==> src/rtl/rr_arb4_reg32_pkg.sv <==
`default_nettype none
// ============================================================================
// rr_arb4_reg32_pkg : shared widths, select encoding and the 32-bit 4:1 mux
// Revision: 1.0
// ============================================================================
package rr_arb4_reg32_pkg;

  localparam int DATA_W  = 32;
  localparam int NUM_REQ = 4;
  localparam int SEL_W   = 2;

  typedef logic [SEL_W-1:0]   sel_t;
  typedef logic [DATA_W-1:0]  word_t;
  typedef logic [NUM_REQ-1:0] req_t;

  // S1:S0 encoding of the operand mux: 00 selects IN0 ... 11 selects IN3
  localparam sel_t SEL_IN0 = 2'b00;
  localparam sel_t SEL_IN1 = 2'b01;
  localparam sel_t SEL_IN2 = 2'b10;
  localparam sel_t SEL_IN3 = 2'b11;

  function automatic word_t mux4(input sel_t sel, input word_t in0, input word_t in1,
                                 input word_t in2, input word_t in3);
    word_t y;
    case (sel)
      SEL_IN0: y = in0;
      SEL_IN1: y = in1;
      SEL_IN2: y = in2;
      default: y = in3;
    endcase
    return y;
  endfunction

  function automatic req_t sel_to_onehot(input sel_t sel);
    req_t oh;
    oh = '0;
    oh[sel] = 1'b1;
    return oh;
  endfunction

endpackage : rr_arb4_reg32_pkg
`default_nettype wire

==> src/rtl/rr_arb4_reg32_pri_enc4.sv <==
`default_nettype none
// ============================================================================
// rr_pri_enc4 : rotating priority encoder, first requester at or after rr_ptr
// Revision: 1.0
// ============================================================================
module rr_pri_enc4
  import rr_arb4_reg32_pkg::*;
(
  input  logic [SEL_W-1:0]   rr_ptr,
  input  logic [NUM_REQ-1:0] req,
  output logic [SEL_W-1:0]   win,
  output logic               any_req
);

  sel_t idx;
  logic found;

  always_comb begin
    win     = '0;
    idx     = '0;
    found   = 1'b0;
    any_req = |req;
    // sel_t arithmetic wraps 3->0 naturally
    for (int k = 0; k < NUM_REQ; k++) begin
      idx = rr_ptr + sel_t'(k);
      if (!found && req[idx]) begin
        win   = idx;
        found = 1'b1;
      end
    end
  end

endmodule : rr_pri_enc4
`default_nettype wire

==> src/rtl/rr_arb4_reg32.sv <==
`default_nettype none
// ============================================================================
// rr_arb4_reg32 : 4-way round-robin arbiter driving the 32-bit operand mux,
//                 captured into a 1-entry valid/ready output register
// Revision: 1.0
// ============================================================================
module rr_arb4_reg32
  import rr_arb4_reg32_pkg::*;
(
  input  logic               clk,
  input  logic               rst,
  input  logic [NUM_REQ-1:0] req,
  input  logic [DATA_W-1:0]  data0,
  input  logic [DATA_W-1:0]  data1,
  input  logic [DATA_W-1:0]  data2,
  input  logic [DATA_W-1:0]  data3,
  output logic [NUM_REQ-1:0] gnt,
  output logic               out_valid,
  output logic [DATA_W-1:0]  out_data,
  output logic [SEL_W-1:0]   out_src,
  input  logic               out_ready
);

  sel_t  rr_ptr;
  sel_t  win;
  logic  any_req;
  logic  load_en;
  logic  grant_ok;
  word_t mux_out;

  rr_pri_enc4 u_pri_enc (
    .rr_ptr  (rr_ptr),
    .req     (req),
    .win     (win),
    .any_req (any_req)
  );

  // Output slot is free when empty or being drained on this same edge
  assign load_en  = ~out_valid | out_ready;
  assign grant_ok = any_req & load_en & ~rst;
  assign gnt      = grant_ok ? sel_to_onehot(win) : '0;
  assign mux_out  = mux4(win, data0, data1, data2, data3);

  always_ff @(posedge clk) begin
    if (rst) begin
      out_valid <= 1'b0;
      out_data  <= '0;
      out_src   <= '0;
      rr_ptr    <= '0;
    end else if (grant_ok) begin
      out_valid <= 1'b1;
      out_data  <= mux_out;
      out_src   <= win;
      rr_ptr    <= win + sel_t'(1);
    end else if (load_en) begin
      out_valid <= 1'b0;
    end
  end

endmodule : rr_arb4_reg32
`default_nettype wire

==> config.mk <==
export PLATFORM = sky130hd
export DESIGN_NAME = rr_arb4_reg32
export DESIGN_NICKNAME = d
export VERILOG_FILES = /design/src/rtl/rr_arb4_reg32_pkg.sv /design/src/rtl/rr_arb4_reg32_pri_enc4.sv /design/src/rtl/rr_arb4_reg32.sv
export SDC_FILE = /design/constraint.sdc
export NUM_CORES = 1
export LEC_CHECK = 0
export ABC_AREA = 1
export CORE_AREA = 2 2 83 117
export DETAILED_ROUTE_END_ITERATION = 8
export DIE_AREA = 0 0 85 119
export DONT_BUFFER_PORTS = 1
export GPL_ROUTABILITY_DRIVEN = 0
export MAX_ROUTING_LAYER = met4
export SYNTH_ARGS = -nofsm -noshare
export SYNTH_HDL_FRONTEND = slang
export SYNTH_SLANG_ARGS = --single-unit
==> constraint.sdc <==
create_clock -name clk -period 3.1 [get_ports clk]
set_input_delay 0.31 -clock clk [delete_from_list [all_inputs] [get_ports clk]]
set_output_delay 0.31 -clock clk [all_outputs]
set_load 0.01 [all_outputs]
* Yosys cells after proc, flatten, opt, wreduce, memory -nomap -nowiden
Index checks and enable logic that the tools add are counted.
Operators by class: add/sub/neg operators 4, $mul 0, divide/modulo/power cells 0, magnitude comparators 6, equal/unequal tests 2, shift-type cells 0, muxes and demuxes 21, bitwise operators 5, reductions and logical operators 10
Operators with widths (count):
- 32-bit case mux with 3 select lines | 1
- 2-bit by 3-bit less-than comparator with 1-bit output (second input constant) | 5
- 1-bit two-way mux | 10
- 1-bit binary-select mux with 2-bit select | 4
- 2-bit two-way mux | 4
- 2-bit by 1-bit adder with 2-bit output (second input constant) | 2
- 2-bit adder (second input constant) | 2
- 1-bit logical AND | 4
- 4-bit two-way mux | 1
- 4-bit OR reduction | 1
- 1-bit zero test | 3
- 1-bit AND | 2
- 1-bit demux with 2-bit select | 1
- 2-bit by 1-bit == test with 1-bit output (second input constant) | 1
- 2-bit == test (second input constant) | 1
- 2-bit by 1-bit greater-or-equal comparator with 1-bit output (second input constant) | 1
- 2-bit zero test | 1
- 1-bit NOT | 2
- 2-bit nonzero test | 1
- 1-bit bitwise OR | 1
Word-level totals: register bits after elaboration 37, latch bits 0, memory bits (writable) 0, memory bits (read-only) 0, bits of input ports 135, output and inout bits 39, memories kept 0

* Logic depth before layout (Yosys ltp)
word-level depth 17, depth in mapped cells 20, mapped depth without buffers 17

* Hierarchy
A second synthesis with hierarchy kept.
Unflattened totals: cell total of the unflattened synthesis 443, area, all modules 2586.2 sq um
Modules (own cells, without submodules):
- rr_arb4_reg32 | instances 1, cells each 390, area an instance 2317.2 sq um, seq. area each 740.7 sq um
- rr_pri_enc4 | instances 1, cells each 53, area an instance 269.0 sq um, seq. area each 0.0 sq um

* Worst setup path after synthesis
No wires, ideal clock.
path kind register to register, start reg rr_ptr[0], end reg out_data[12], setup time 134 ps, data arrival time 2191 ps, path slack 775 ps, cell stages (with the launch flop) 17, path through dfxtp_1 -> buf_6 -> inv_4 -> nand2_1 -> and2_1 -> nor3_2 -> inv_2 -> nor2_1 -> nor2_1 -> inv_1 -> ha_1 -> clkbuf_1 -> clkbuf_1 -> a31o_2 -> nand3_2 -> o21ai_1 -> nor2_2
Between the ends: word-level cells in the longest chain between the ends 14, elaborated cells on any way between the ends 28, those cells by class add/sub: 3; eq/ne: 2; mux: 16; reduce/logical: 7
Ends and longest elaborated chain:
- start: declaration | RTL line rr_arb4_reg32.sv:24 | sel_t rr_ptr;
- start signal: assignment | RTL line rr_arb4_reg32.sv:54 | rr_ptr <= win + sel_t'(1);
- branches (longest 11 deep; another with 2-bit by 1-bit adder with 2-bit output)
- 2-bit two-way mux * | RTL line rr_arb4_reg32_pri_enc4.sv:26 | if (!found && req[idx]) begin
- via u_pri_enc.win[1] | RTL line rr_arb4_reg32_pri_enc4.sv:11 | output logic [SEL_W-1:0] win,
- 2-bit == test, or another cell as far along | RTL line rr_arb4_reg32_pkg.sv:25 | case (sel)
- 32-bit case mux with 3 select lines * | RTL line rr_arb4_reg32_pkg.sv:25
- end signal: assignment | RTL line rr_arb4_reg32.sv:52 | out_data <= mux_out;
- end: declaration | RTL line rr_arb4_reg32.sv:19 | output logic [DATA_W-1:0] out_data,
Mark *: on every way through the listed nets, which the timed path passes. The select of a mux whose other input is x is not followed. A chain may end at the register's enable or synchronous reset.

* Worst setup path in the final report
start reg rr_ptr[0], end out gnt[1]
Between the ends: word-level cells in the longest chain between the ends 17, elaborated cells on any way between the ends 30, those cells by class add/sub: 3; order compare: 2; mux: 18; reduce/logical: 7
Ends and longest elaborated chain:
- branches (longest 11 deep; another with 2-bit by 1-bit adder with 2-bit output)
- 2-bit two-way mux * | RTL line rr_arb4_reg32_pri_enc4.sv:26
- via u_pri_enc.win[0] | RTL line rr_arb4_reg32_pri_enc4.sv:11
- 2-bit by 3-bit less-than comparator with 1-bit output (not written as such) or 2-bit by 1-bit greater-or-equal comparator with 1-bit output (tied branches) | RTL line rr_arb4_reg32_pkg.sv:37 | oh[sel] = 1'b1;
- 1-bit logical AND (not written as such) | RTL line rr_arb4_reg32_pkg.sv:37
- 1-bit two-way mux (not written as such) | RTL line rr_arb4_reg32_pkg.sv:37
- 1-bit demux with 2-bit select * | RTL line rr_arb4_reg32_pkg.sv:37
- 4-bit two-way mux * | RTL line rr_arb4_reg32.sv:41 | assign gnt = grant_ok ? sel_to_onehot(win) : '0;
- end: declaration | RTL line rr_arb4_reg32.sv:17 | output logic [NUM_REQ-1:0] gnt,
Marked as above.

==> key figures <==
Cells and area
  • Proportion of layout cells with a drive suffix above 1: 25.45%
  • Area Overhead vs Synth: 8.524%
  • Ant diodes: 0
  • Post-route insts no fill: 499
  • Final nets: 528

Clock network
  • Root Buffer: clkbuf_16
  • Worst-path clk slew: 0.05 ns
  • Longest Clk Path Bufs: 2
  • Clk Latency, worst-skew pair: 0.28 ns
  • Hold_buf cts: 0
  • H-tree depth: 2
  • Total CTS buffers: 5
  • CTS Sinks: 37
  • CTS tree: done

Synthesis
  • Mapped cell area: 2686 sq um
  • Post-Syn Instances: 405
  • YS warnings: 0
  • Ranking of synthesized cells by area: dfxtp_1, nand2_1, nand3_2
  • Leading area contributor after synthesis: dfxtp_1
  • Most used DFF post-synth: dfxtp_1
  • Post-synth ARST share: 0%
  • EDFF count, synth: 0
  • Count leader, synth: nand2_1
  • Yosys reg bits: 37
  • Avg Inst Size Synth: 6.633 sq um
  • Post-synth top cells: nand2_1, dfxtp_1, o21ai_1, a31o_2, nand3_2
  • Post-synthesis cell type count: 26
  • Syn_nets: around 550
  • Top cell type's share of synthesized area: 27.57%
  • Sequential fraction of the synthesis area: between 20% and 30%

Worst setup path
  • Arrival @ worst endpoint: 2.55 ns
  • CP Max Fanout: 26
  • WP data required: 2.79 ns
  • CP Class: reg2out
  • Critical path startpoint category: flip-flop
  • Critical path, cell by cell: inv_4 > nand2_1 > nand2_1 > nand2_1 > nand2_2 > nor3_2 > nand3_1 > nand2_2 > ha_1 > buf_6 > inv_1 > nor2_1
  • Worst Path Buf+Inv: 3
  • CP Capture Type: output pin
  • CP max stage cell: dfxtp_1
  • Most frequent cell on the critical path: nand2_1
  • CP max stage delay: ~0.52 ns
  • Largest delay share family, worst path: simple AND/OR/NAND/NOR gates

Timing
  • Tightest Pin Transition: 0.6428 ns
  • Final Hold Vio Count: 0
  • Slew HR: 57.08%
  • Final setup viols: 0
  • Setup TNS: 0 ns
  • Crit path time final: 2.856 ns
  • Setup Skew: 0.004758 ns
  • Max Freq: 350.2 MHz
  • Final period util: 92.12%
  • Final Max Tran Viols: 0
  • Unrepaired setup endpoints after global routing: false

Global route
  • Met3 GRT Util: about 2.8%
  • Vias in the first global route: approximately 2.4k
  • Initial antenna violation count: 0
  • Pin count of the biggest net entering global routing: 51
  • Gr ovfl total: 0
  • GRT Resource Usage Total: 14.61%
  • GR met1 Demand/Resource: 16.53%
  • Global-route wire length before repair: 11,550 um
  • Layer with the highest usage: met2
  • Met2 Track Usage GR: 25.29%

Power
  • Leak pwr: ~1.1 nW
  • Power Dens Cells: 915.6 nW/um^2
  • VDD IR max: 0.3928 mV

Routing
  • Via count: 2,581
  • DRC viols: 0
  • Drt via density: 5.172
  • DRT Wirelength: about 7400 um
  • DRT antenna net count: 0
  • Router iterations before antenna repair: 4
  • 1st-iter DRT viols: 91
  • WL per Instance: about 15 um

Floorplan
  • Die X: 85 um
  • FP Rows: 42
  • Die outline area: 10,120 sq um
  • Top-Level Pins: 174
  • Die height: between 100 and 150 um
  • Core area: 9196 sq um
  • Initial core utilization: 29.21%

Placed design
  • DPL Wire Length: 5580 um
  • IO Port Bufs: 0
  • Placed insts: 491

Job
  • Max-Cap Viols: 0

Worst hold path
  • Hold Crit Class: in2reg

Run status
  • Status: complete, no violations
worst paths after layout:
path | start | endpoint | slack, ns | cells past startpoint
setup reg to reg | rr_ptr[0] | out_data[1] | 0.42 | 16
hold / removal | rst | out_src[0] | 0.09 | 1
hold reg to reg | out_src[0] | out_src[0] | 0.52 | 2
setup / recovery | rr_ptr[0] | gnt[1] | 0.24 | 12
report_power, final:
part / switching [mW] / leakage, nW / internal [mW]
clock network: 0.192 / 0.0841 / 0.402
registers: 0.106 / 0.307 / 0.562
logic: 0.804 / 0.726 / 0.604
total: 1.10 / 1.12 / 1.57
state kept, by name, summed over array words and instances (netlist names):
| name | count |
|---|---|
| out_data | 32 |
| out_valid | 1 |
| rr_ptr | 2 |
| out_src | 2 |
timing repair:
item	CTS	global route
setup buffers	0	0
endpoints found under the hold margin	0	0
setup endpoints to repair	0	2
gates resized for setup	0	2
stage by stage:
step | total power, mW | cell area [sq um] | hold WS (ns) | util (%) | setup WS [ns]
detailed placement | 2.093 | 2736 | 0.3785 | 29.76 | 0.4339
global route | 2.890 | 2915 | 0.07845 | 31.70 | 0.05572
finish | 2.669 | 2915 | 0.09200 | 31.70 | 0.2444
floorplan | 1.809 | 2686 | 0.4986 | - | 0.7754
global placement | 2.059 | 2736 | 0.3785 | 29.76 | 0.5450
CTS | 2.705 | 2909 | 0.08308 | 31.63 | 0.1669
area by class of cell:
class	instances	area, sq um
clock inverter	1	30.03
tap	110	137.6
sequential	37	740.7
inverter	18	70.07
timing repair buffer	7	81.33
fill	996	6281
multi-input combinational	319	1713
clock buffer	7	142.6
layer usage:
metal | share of wire (%) | vias to the layer above
li1 | - | 1282
met1 | 40 | 1173
met2 | 51 | 115
met3 | 7.0 | 11
met4 | 2.1 | 0
met5 | 0 | -
kinds of logic (layout without fill, tap and decap cells):
logic type | Yosys count | in the layout | synth area share, %
and+or+nand+nor | 242 | 242 | 43.13
buffers and inverters | 49 | 33 | 8.849
adders and majority gates | 5 | 5 | 2.329
AOI/OAI and AO/OA | 72 | 72 | 18.12
DFF | 37 | 37 | 27.57
placed cells by master, fill, tap and decap left out, types with 2 or more instances in the layout:
cell type | netlist | routed
nand2_2 | 3 | 3
dfxtp_1 | 37 | 37
and2_1 | 2 | 2
a31o_2 | 29 | 29
clkbuf_16 | 0 | 5
buf_12 | 0 | 2
a31o_1 | 3 | 3
ha_2 | 0 | 2
buf_4 | 0 | 4
inv_2 | 3 | 3
nand3_2 | 26 | 26
nand3_1 | 11 | 11
nand2_1 | 156 | 156
inv_1 | 13 | 13
o21ai_1 | 32 | 32
nor2_1 | 23 | 23
ha_1 | 5 | 3
nor2_2 | 18 | 18
o21ai_0 | 5 | 5
Note: power is estimated with default switching activity, not from simulation.
